<file path="src/rtl/fetch_unit_if.sv">
// Fetch unit bus bundle: hazard controls, redirect, instruction memory port,
// Decode-stage outputs, performance counters and debug visibility of PCF/ValidF.
interface fetch_unit_if;
  // Hazard / redirect controls (from hazard unit and Execute)
  logic        StallF;
  logic        StallD;
  logic        FlushD;
  logic        PCSrcE;
  logic [31:0] PCTargetE;
  // Synchronous instruction memory: valid/ready-free port; address is taken
  // at every rising edge and the read data is presented for the whole next cycle.
  logic [31:0] ImemAddr;
  logic [31:0] ImemRdata;
  // Decode stage
  logic [31:0] InstrD;
  logic [31:0] PCD;
  logic [31:0] PCPlus4D;
  logic        ValidD;
  // Performance counters
  logic [31:0] FetchCount;
  logic [31:0] BubbleCount;
  // Debug view of internal fetch state
  logic [31:0] PCFDbg;
  logic        ValidFDbg;

  // Fetch unit side
  modport slave (
    input  StallF, StallD, FlushD, PCSrcE, PCTargetE, ImemRdata,
    output ImemAddr, InstrD, PCD, PCPlus4D, ValidD, FetchCount, BubbleCount,
           PCFDbg, ValidFDbg
  );

  // Surrounding pipeline / memory side
  modport master (
    output StallF, StallD, FlushD, PCSrcE, PCTargetE, ImemRdata,
    input  ImemAddr, InstrD, PCD, PCPlus4D, ValidD, FetchCount, BubbleCount,
           PCFDbg, ValidFDbg
  );
endinterface

</file>
<file path="src/rtl/fetch_unit.sv">
// Fetch stage plus Fetch/Decode pipeline register for an in-order pipeline
// with a synchronous (one-cycle latency) instruction memory.
module fetch_unit #(
  parameter logic [31:0] RESET_VECTOR = 32'h0000_0000,
  parameter logic [31:0] NOP_INSTR    = 32'h0000_0013
) (
  input logic          clk,
  input logic          rst,
  fetch_unit_if.slave  bus
);

  logic [31:0] pcf_q;
  logic        validf_q;
  logic [31:0] instrd_q;
  logic [31:0] pcd_q;
  logic [31:0] pcplus4d_q;
  logic        validd_q;
  logic [31:0] fetch_cnt_q;
  logic [31:0] bubble_cnt_q;

  logic [31:0] pcf_plus4;
  logic [31:0] pc_next_d;

  assign pcf_plus4 = pcf_q + 32'd4;

  // Next-PC select. Redirect wins over stall. While ValidF is still 0 the
  // memory output does not yet belong to PCF, so PCF is held as well: the
  // memory reads RESET_VECTOR again and the first capture carries PCD=RESET_VECTOR.
  always_comb begin
    pc_next_d = pcf_plus4;
    if (bus.PCSrcE) begin
      pc_next_d = bus.PCTargetE;
    end else if (bus.StallF || !validf_q) begin
      pc_next_d = pcf_q;
    end
    pc_next_d[1:0] = 2'b00;
  end

  // During reset the memory is pointed at the reset vector regardless of inputs.
  assign bus.ImemAddr = rst ? {RESET_VECTOR[31:2], 2'b00} : pc_next_d;

  // PC and fetch-valid flag.
  always_ff @(posedge clk or posedge rst) begin
    if (rst) begin
      pcf_q    <= RESET_VECTOR;
      validf_q <= 1'b0;
    end else begin
      pcf_q    <= pc_next_d;
      validf_q <= 1'b1;
    end
  end

  // Decode register and performance counters: hold > bubble > capture.
  always_ff @(posedge clk or posedge rst) begin
    if (rst) begin
      instrd_q     <= NOP_INSTR;
      pcd_q        <= 32'd0;
      pcplus4d_q   <= 32'd0;
      validd_q     <= 1'b0;
      fetch_cnt_q  <= 32'd0;
      bubble_cnt_q <= 32'd0;
    end else if (bus.StallD) begin
      instrd_q     <= instrd_q;
      pcd_q        <= pcd_q;
      pcplus4d_q   <= pcplus4d_q;
      validd_q     <= validd_q;
      fetch_cnt_q  <= fetch_cnt_q;
      bubble_cnt_q <= bubble_cnt_q;
    end else if (bus.FlushD || !validf_q) begin
      instrd_q     <= NOP_INSTR;
      pcd_q        <= pcf_q;
      pcplus4d_q   <= pcf_plus4;
      validd_q     <= 1'b0;
      bubble_cnt_q <= bubble_cnt_q + 32'd1;
    end else begin
      instrd_q     <= bus.ImemRdata;
      pcd_q        <= pcf_q;
      pcplus4d_q   <= pcf_plus4;
      validd_q     <= 1'b1;
      fetch_cnt_q  <= fetch_cnt_q + 32'd1;
    end
  end

  assign bus.InstrD      = instrd_q;
  assign bus.PCD         = pcd_q;
  assign bus.PCPlus4D    = pcplus4d_q;
  assign bus.ValidD      = validd_q;
  assign bus.FetchCount  = fetch_cnt_q;
  assign bus.BubbleCount = bubble_cnt_q;
  assign bus.PCFDbg      = pcf_q;
  assign bus.ValidFDbg   = validf_q;

endmodule
</file>
<file path="src/flat_wrapper.sv">
// flat-port wrapper written by rule: the top's interface ports become plain ports
module fetch_unit_flat 
#(
  parameter logic [31:0] RESET_VECTOR = 32'h0000_0000,
  parameter logic [31:0] NOP_INSTR    = 32'h0000_0013
)
  (clk, rst, bus_StallF, bus_StallD, bus_FlushD, bus_PCSrcE, bus_PCTargetE, bus_ImemRdata, bus_ImemAddr, bus_InstrD, bus_PCD, bus_PCPlus4D, bus_ValidD, bus_FetchCount, bus_BubbleCount, bus_PCFDbg, bus_ValidFDbg);
  fetch_unit_if bus_i ();
  input logic clk;
  input logic rst;
  input wire logic [$bits(bus_i.StallF)-1:0] bus_StallF;
  input wire logic [$bits(bus_i.StallD)-1:0] bus_StallD;
  input wire logic [$bits(bus_i.FlushD)-1:0] bus_FlushD;
  input wire logic [$bits(bus_i.PCSrcE)-1:0] bus_PCSrcE;
  input wire logic [$bits(bus_i.PCTargetE)-1:0] bus_PCTargetE;
  input wire logic [$bits(bus_i.ImemRdata)-1:0] bus_ImemRdata;
  output wire logic [$bits(bus_i.ImemAddr)-1:0] bus_ImemAddr;
  output wire logic [$bits(bus_i.InstrD)-1:0] bus_InstrD;
  output wire logic [$bits(bus_i.PCD)-1:0] bus_PCD;
  output wire logic [$bits(bus_i.PCPlus4D)-1:0] bus_PCPlus4D;
  output wire logic [$bits(bus_i.ValidD)-1:0] bus_ValidD;
  output wire logic [$bits(bus_i.FetchCount)-1:0] bus_FetchCount;
  output wire logic [$bits(bus_i.BubbleCount)-1:0] bus_BubbleCount;
  output wire logic [$bits(bus_i.PCFDbg)-1:0] bus_PCFDbg;
  output wire logic [$bits(bus_i.ValidFDbg)-1:0] bus_ValidFDbg;
  assign bus_i.StallF = bus_StallF;
  assign bus_i.StallD = bus_StallD;
  assign bus_i.FlushD = bus_FlushD;
  assign bus_i.PCSrcE = bus_PCSrcE;
  assign bus_i.PCTargetE = bus_PCTargetE;
  assign bus_i.ImemRdata = bus_ImemRdata;
  assign bus_ImemAddr = bus_i.ImemAddr;
  assign bus_InstrD = bus_i.InstrD;
  assign bus_PCD = bus_i.PCD;
  assign bus_PCPlus4D = bus_i.PCPlus4D;
  assign bus_ValidD = bus_i.ValidD;
  assign bus_FetchCount = bus_i.FetchCount;
  assign bus_BubbleCount = bus_i.BubbleCount;
  assign bus_PCFDbg = bus_i.PCFDbg;
  assign bus_ValidFDbg = bus_i.ValidFDbg;
  fetch_unit #(.RESET_VECTOR(RESET_VECTOR), .NOP_INSTR(NOP_INSTR)) u_core (.clk(clk), .rst(rst), .bus(bus_i));
endmodule
</file>
<file path="config.mk">
export PLATFORM = sky130hd
export DESIGN_NAME = fetch_unit_flat
export DESIGN_NICKNAME = d
export VERILOG_FILES = /design/src/rtl/fetch_unit_if.sv /design/src/rtl/fetch_unit.sv /design/src/flat_wrapper.sv
export SDC_FILE = /design/constraint.sdc
export NUM_CORES = 1
export LEC_CHECK = 0
export ABC_AREA = 1
export BUFFER_PORTS_ARGS = -buffer_cell sky130_fd_sc_hd__buf_2
export CAP_MARGIN = 0
export CORE_UTILIZATION = 30
export CTS_CLUSTER_SIZE = 8
export DETAILED_ROUTE_END_ITERATION = 16
export HOLD_SLACK_MARGIN = 0.03
export PLACE_DENSITY_LB_ADDON = 0.12
export SYNTH_ARGS = -nofsm -noshare
export SYNTH_HDL_FRONTEND = slang
export SYNTH_SLANG_ARGS = --single-unit
export TNS_END_PERCENT = 5
</file>
<file path="constraint.sdc">
create_clock -name clk -period 11.69 [get_ports clk]
set_input_delay 2.338 -clock clk [delete_from_list [all_inputs] [get_ports clk]]
set_output_delay 2.338 -clock clk [all_outputs]
set_load 0.02 [all_outputs]
</file>
# Word-level counts from Yosys, hierarchy flattened
# Index checks and enable logic that the tools add are counted.
dict set report word_totals {
  reg_bits 190
  input_bits 70
  output_inout_bits 226
  elab_cells 23
}
dict set report classes {
  addsub 3
  mux 5
  n_bitwise 2
  n_reduce_logical 5
}
# cell count
set ops {}
lappend ops {{$mux 32} 4}
lappend ops {{$add 32x1->32 const B} 2}
lappend ops {{$add 32x3->32 const B} 1}
lappend ops {{$reduce_and 2->1} 2}
lappend ops {{$logic_or 1x1->1} 2}
lappend ops {{$not 1->1} 2}
lappend ops {{$logic_not 1->1} 1}
lappend ops {{$mux 1} 1}

# Depth between registers and ports, before layout
dict set report depth {
  depth_word 5
  ltp_mapped 11
  ltp_nobuf 11
}

# Least setup slack after synthesis
# Ideal clock, no wire load.
dict set report synth_path {
  kind {input-to-output}
  start {input rst}
  end {output bus_ImemAddr[2]}
  t_arrival_ps 6989
  t_required_ps 9352
  path_slack_ps 2363
  path_stages 3
  n_path_buf 1
  path_cell_list {clkbuf_1 inv_1 and2_1}
}
dict set report synth_between {
  elab_chain_len 1
}
# item line_no
set synth_lines {}
lappend synth_lines {{start: declaration} flat_wrapper.sv:10} ;# input logic rst;
lappend synth_lines {{$mux 32} fetch_unit.sv:40} ;# assign bus.ImemAddr = rst ? {RESET_VECTOR[31:2], 2'b00} : pc_next_d;
lappend synth_lines {{end: declaration} flat_wrapper.sv:17} ;# output wire logic [$bits(bus_i.ImemAddr)-1:0] bus_ImemAddr;
# No other way between the ends.

# Worst setup path in the final report
dict set report layout_path {
  start {input bus_PCSrcE}
  end {output bus_ImemAddr[2]}
}
dict set report layout_between {
  elab_chain_len 2
}
# item line_no
set layout_lines {}
lappend layout_lines {{start: declaration} flat_wrapper.sv:14} ;# input wire logic [$bits(bus_i.PCSrcE)-1:0] bus_PCSrcE;
lappend layout_lines {{$mux 32} fetch_unit.sv:31} ;# if (bus.PCSrcE) begin
lappend layout_lines {{named net u_core.pc_next_d[2]} fetch_unit.sv:22} ;# logic [31:0] pc_next_d;
lappend layout_lines {{$mux 32} fetch_unit.sv:40}
# The timed path passes the listed nets, and every way through them passes these cells.

==> impl_metrics.csv <==
group,metric,value,unit
outcome,status,"finished clean",
die,fp.dieArea,32400,µm²
clock_network,clkTransAtPathRegs,70,ps
setup_path,path_buf_inv,3,
setup_path,ff2ff_path_depth,8,
grt,grtUsageTotal,0.185,
timing,max_freq,0.153,GHz
timing,drv_slew,0,
min_path,min_from,"u_core.bus.BubbleCount[31]$_DFFE_PP0P_",
timing,rsz0062_at_grt,"false",
final_layout,design_area,11900,µm²
clock_network,cts_tree,"yes",
run,drv_cap,0,
synth,netlist_area,9510,µm²
routing,via_per_inst,4.62,
setup_path,path_delay_family,"buffers and inverters",
clock_network,cts-buffers-inserted,17,
setup_path,r2r_setup_slack,9770,ps
place,dp_hpwl,21300,µm
routing,post_drt_wl_per_cell,15.8,µm
timing,relSlewSlack,0.249,
synth,syn_avg_cell_area,8.05,µm²
timing,final_hold_viol_count,0,
final_layout,utilization,0.385,
pwr,p_leak,6.10,nW
setup_path,r2r_end,"u_core.bus.PCFDbg[6]$_DFF_PP0_",
final_layout,area_growth,25.1,%
setup_path,path_cells,"buf_2 -> inv_1 -> a21oi_1 -> and2_1 -> buf_2",
synth,ys_ff_latch,188,
synth,synth_edf_count,0,
die,start_util,0.308,
place,gp_congestion,0.811,
routing,totalWireLength,29300,µm
timing,min_period,6530,ps
min_path,hold_end,"u_core.bus.BubbleCount[31]$_DFFE_PP0P_",
final_layout,nets,1524,
routing,drc,0,
grt,grt_max_degree,131,
synth,synthFlopType,"dfrtp_1",
clock_network,cts.htree.levels,4,
setup_path,path_class,"primary input to primary output",
synth,synth_cell_types,40,
synth,ys_seq_area_frac,0.495,
min_path,hold_depth,1,
routing,ant_nets,0,
synth,yosysWarnings,0,
die,rows,64,
routing,drtIter0Drc,458,
die,die_x,180,µm
grt,grt_pass1_vias,8533,
setup_path,path_max_fanout,52,
grt,grt_antenna_before_repair,0,
setup_path,reg2reg_from,"u_core.bus.ValidFDbg$_DFF_PP0_",
clock_network,cts.hold.buffers_added,0,
routing,dr_total_vias,8594,
place,place_inst,1828,
die,die_y,180,µm
final_layout,drive_gt1_frac,0.253,
place,dpl_cell_area,11300,µm²
timing,period_share,0.559,
clock_network,cts_setup_buffers,0,
setup_path,arrival,4200,ps
timing,setup_viol,0,
pwr,irDropWorstVdd,0.000101,V
place,port_buffers,285,
min_path,hold_class,"register to register",
setup_path,end_kind,"primary output",
final_layout,final_cell_count_no_fill,1860,
timing,skew,12.9,ps
setup_path,path_common_cell,"buf_2",
routing,firstDrtPassIters,7,
synth,postSynthCellCount,1181,
timing,worst_pin_slew,1130,ps
clock_network,cts-root-buf,"clkbuf_16",
synth,synth-async-reset-ratio,1.00,
die,ioPinCount,296,
clock_network,clockBufferDepth,2,
clock_network,clock_sinks,188,
pwr,finalPower,1.79,mW
pwr,powerDensity,151,nW/µm²
die,core,30900,µm²
setup_path,max_stage_delay,820,ps
grt,grt_pass1_wl,46800,µm
grt,overflow,0,
timing,setup_tns,0,ps
final_layout,diodes,0,
clock_network,ctsResizeCount,0,
setup_path,cp.required,9350,ps
setup_path,crit_slowest_cell,"buf_2",
setup_path,start_kind,"primary input",
clock_network,clkLatencyLatePin,450,ps
-- final cells by class --
cell class	instances	area [µm²]
clock buffers	19	443
inverters	109	418
clock inverters	13	164
multi-input cells	846	4200
fillers	3275	19000
well taps	396	495
flip-flops and latches	188	4710
repair buffers	289	1460
-- power breakdown --
part           internal (mW)  switching [mW]
sequential             0.719          0.0710
combinational          0.120           0.266
clock                  0.344           0.273
-- synth_stat cells, types with 13 or more instances --
cell	number	share of area
nand3_1	54	0.028
dfrtp_1	185	0.49
xor2_1	40	0.037
a21oi_1	51	0.027
nor2_2	13	0.0086
a22o_1	29	0.027
nor2_1	114	0.045
nor3_1	21	0.011
clkbuf_1	26	0.010
a31oi_1	21	0.014
xnor2_1	13	0.012
inv_1	102	0.040
nand2_1	373	0.15
o21ai_0	48	0.025
-- cell usage in the layout (no fill, tap or decap), types with 4 or more instances in the layout --
cell and count:
nand2_1 373, buf_2 284, dfrtp_1 185, nor2_1 114, inv_1 101, nand3_1 54
a21oi_1 51, o21ai_0 48, xor2_1 40, a22o_1 29, nor3_1 21, a31oi_1 21
clkbuf_16 17, xnor2_1 13, nor2_2 13, nand4_1 9, conb_1 9, nand3_2 7
nor2_4 7, nand3b_1 6, o21ai_1 5, inv_2 5, buf_4 5, nand2_2 4
and2_1 4, clkinv_2 4
-- registers in the layout, indices dropped and copies added, names as in the netlist --
name                    cells
u_core.bus.BubbleCount     32
u_core.bus.FetchCount      32
u_core.bus.InstrD          32
u_core.bus.PCD             30
u_core.bus.PCFDbg          30
u_core.bus.PCPlus4D        30
u_core.bus.ValidD           1
u_core.bus.ValidFDbg        1
-- worst max path at each step --
stage,end,startpoint,slack (ps),cells after the start
global placement,bus_ImemAddr[2],bus_PCSrcE,5170,5
finish,bus_ImemAddr[2],bus_PCSrcE,5160,5
CTS,bus_ImemAddr[2],bus_PCSrcE,5150,5
global route,bus_ImemAddr[6],bus_PCSrcE,4950,5
floorplan,bus_ImemAddr[2],rst,2360,3
detailed placement,bus_ImemAddr[2],bus_PCSrcE,5150,5
-- cells by family (layout without fill, tap and decap cells) --
logic type | Yosys count | count (layout) | share of synthesized area
AND/OR/NAND/NOR | 624 | 624 | 0.288
buffers and inverters | 154 | 430 | 0.0655
adder cells (fa/ha/maj) | 3 | 3 | 0.00395
AO/OA/AOI/OAI | 157 | 157 | 0.0981
flip-flops | 188 | 188 | 0.495
XOR/XNOR | 53 | 53 | 0.0488
other | 2 | 9 | 0.000790
-- per-stage QoR --
step	setup WS, ps	hold WS (ps)
finish	5160	461
global route	4950	475
CTS	5150	467
detailed placement	5150	454
global placement	5170	451
floorplan	2360	578
-- routing by layer --
| metal | vias to the layer above | global-route usage | share of wire |
|---|---|---|---|
| met5 | - | 0 | 0 |
| met4 | 0 | 0.0496 | 0.015 |
| met3 | 25 | 0.0525 | 0.063 |
| met2 | 255 | 0.310 | 0.47 |
| met1 | 4002 | 0.233 | 0.46 |
| li1 | 4312 | - | - |
(Power assumes the default switching activity.)
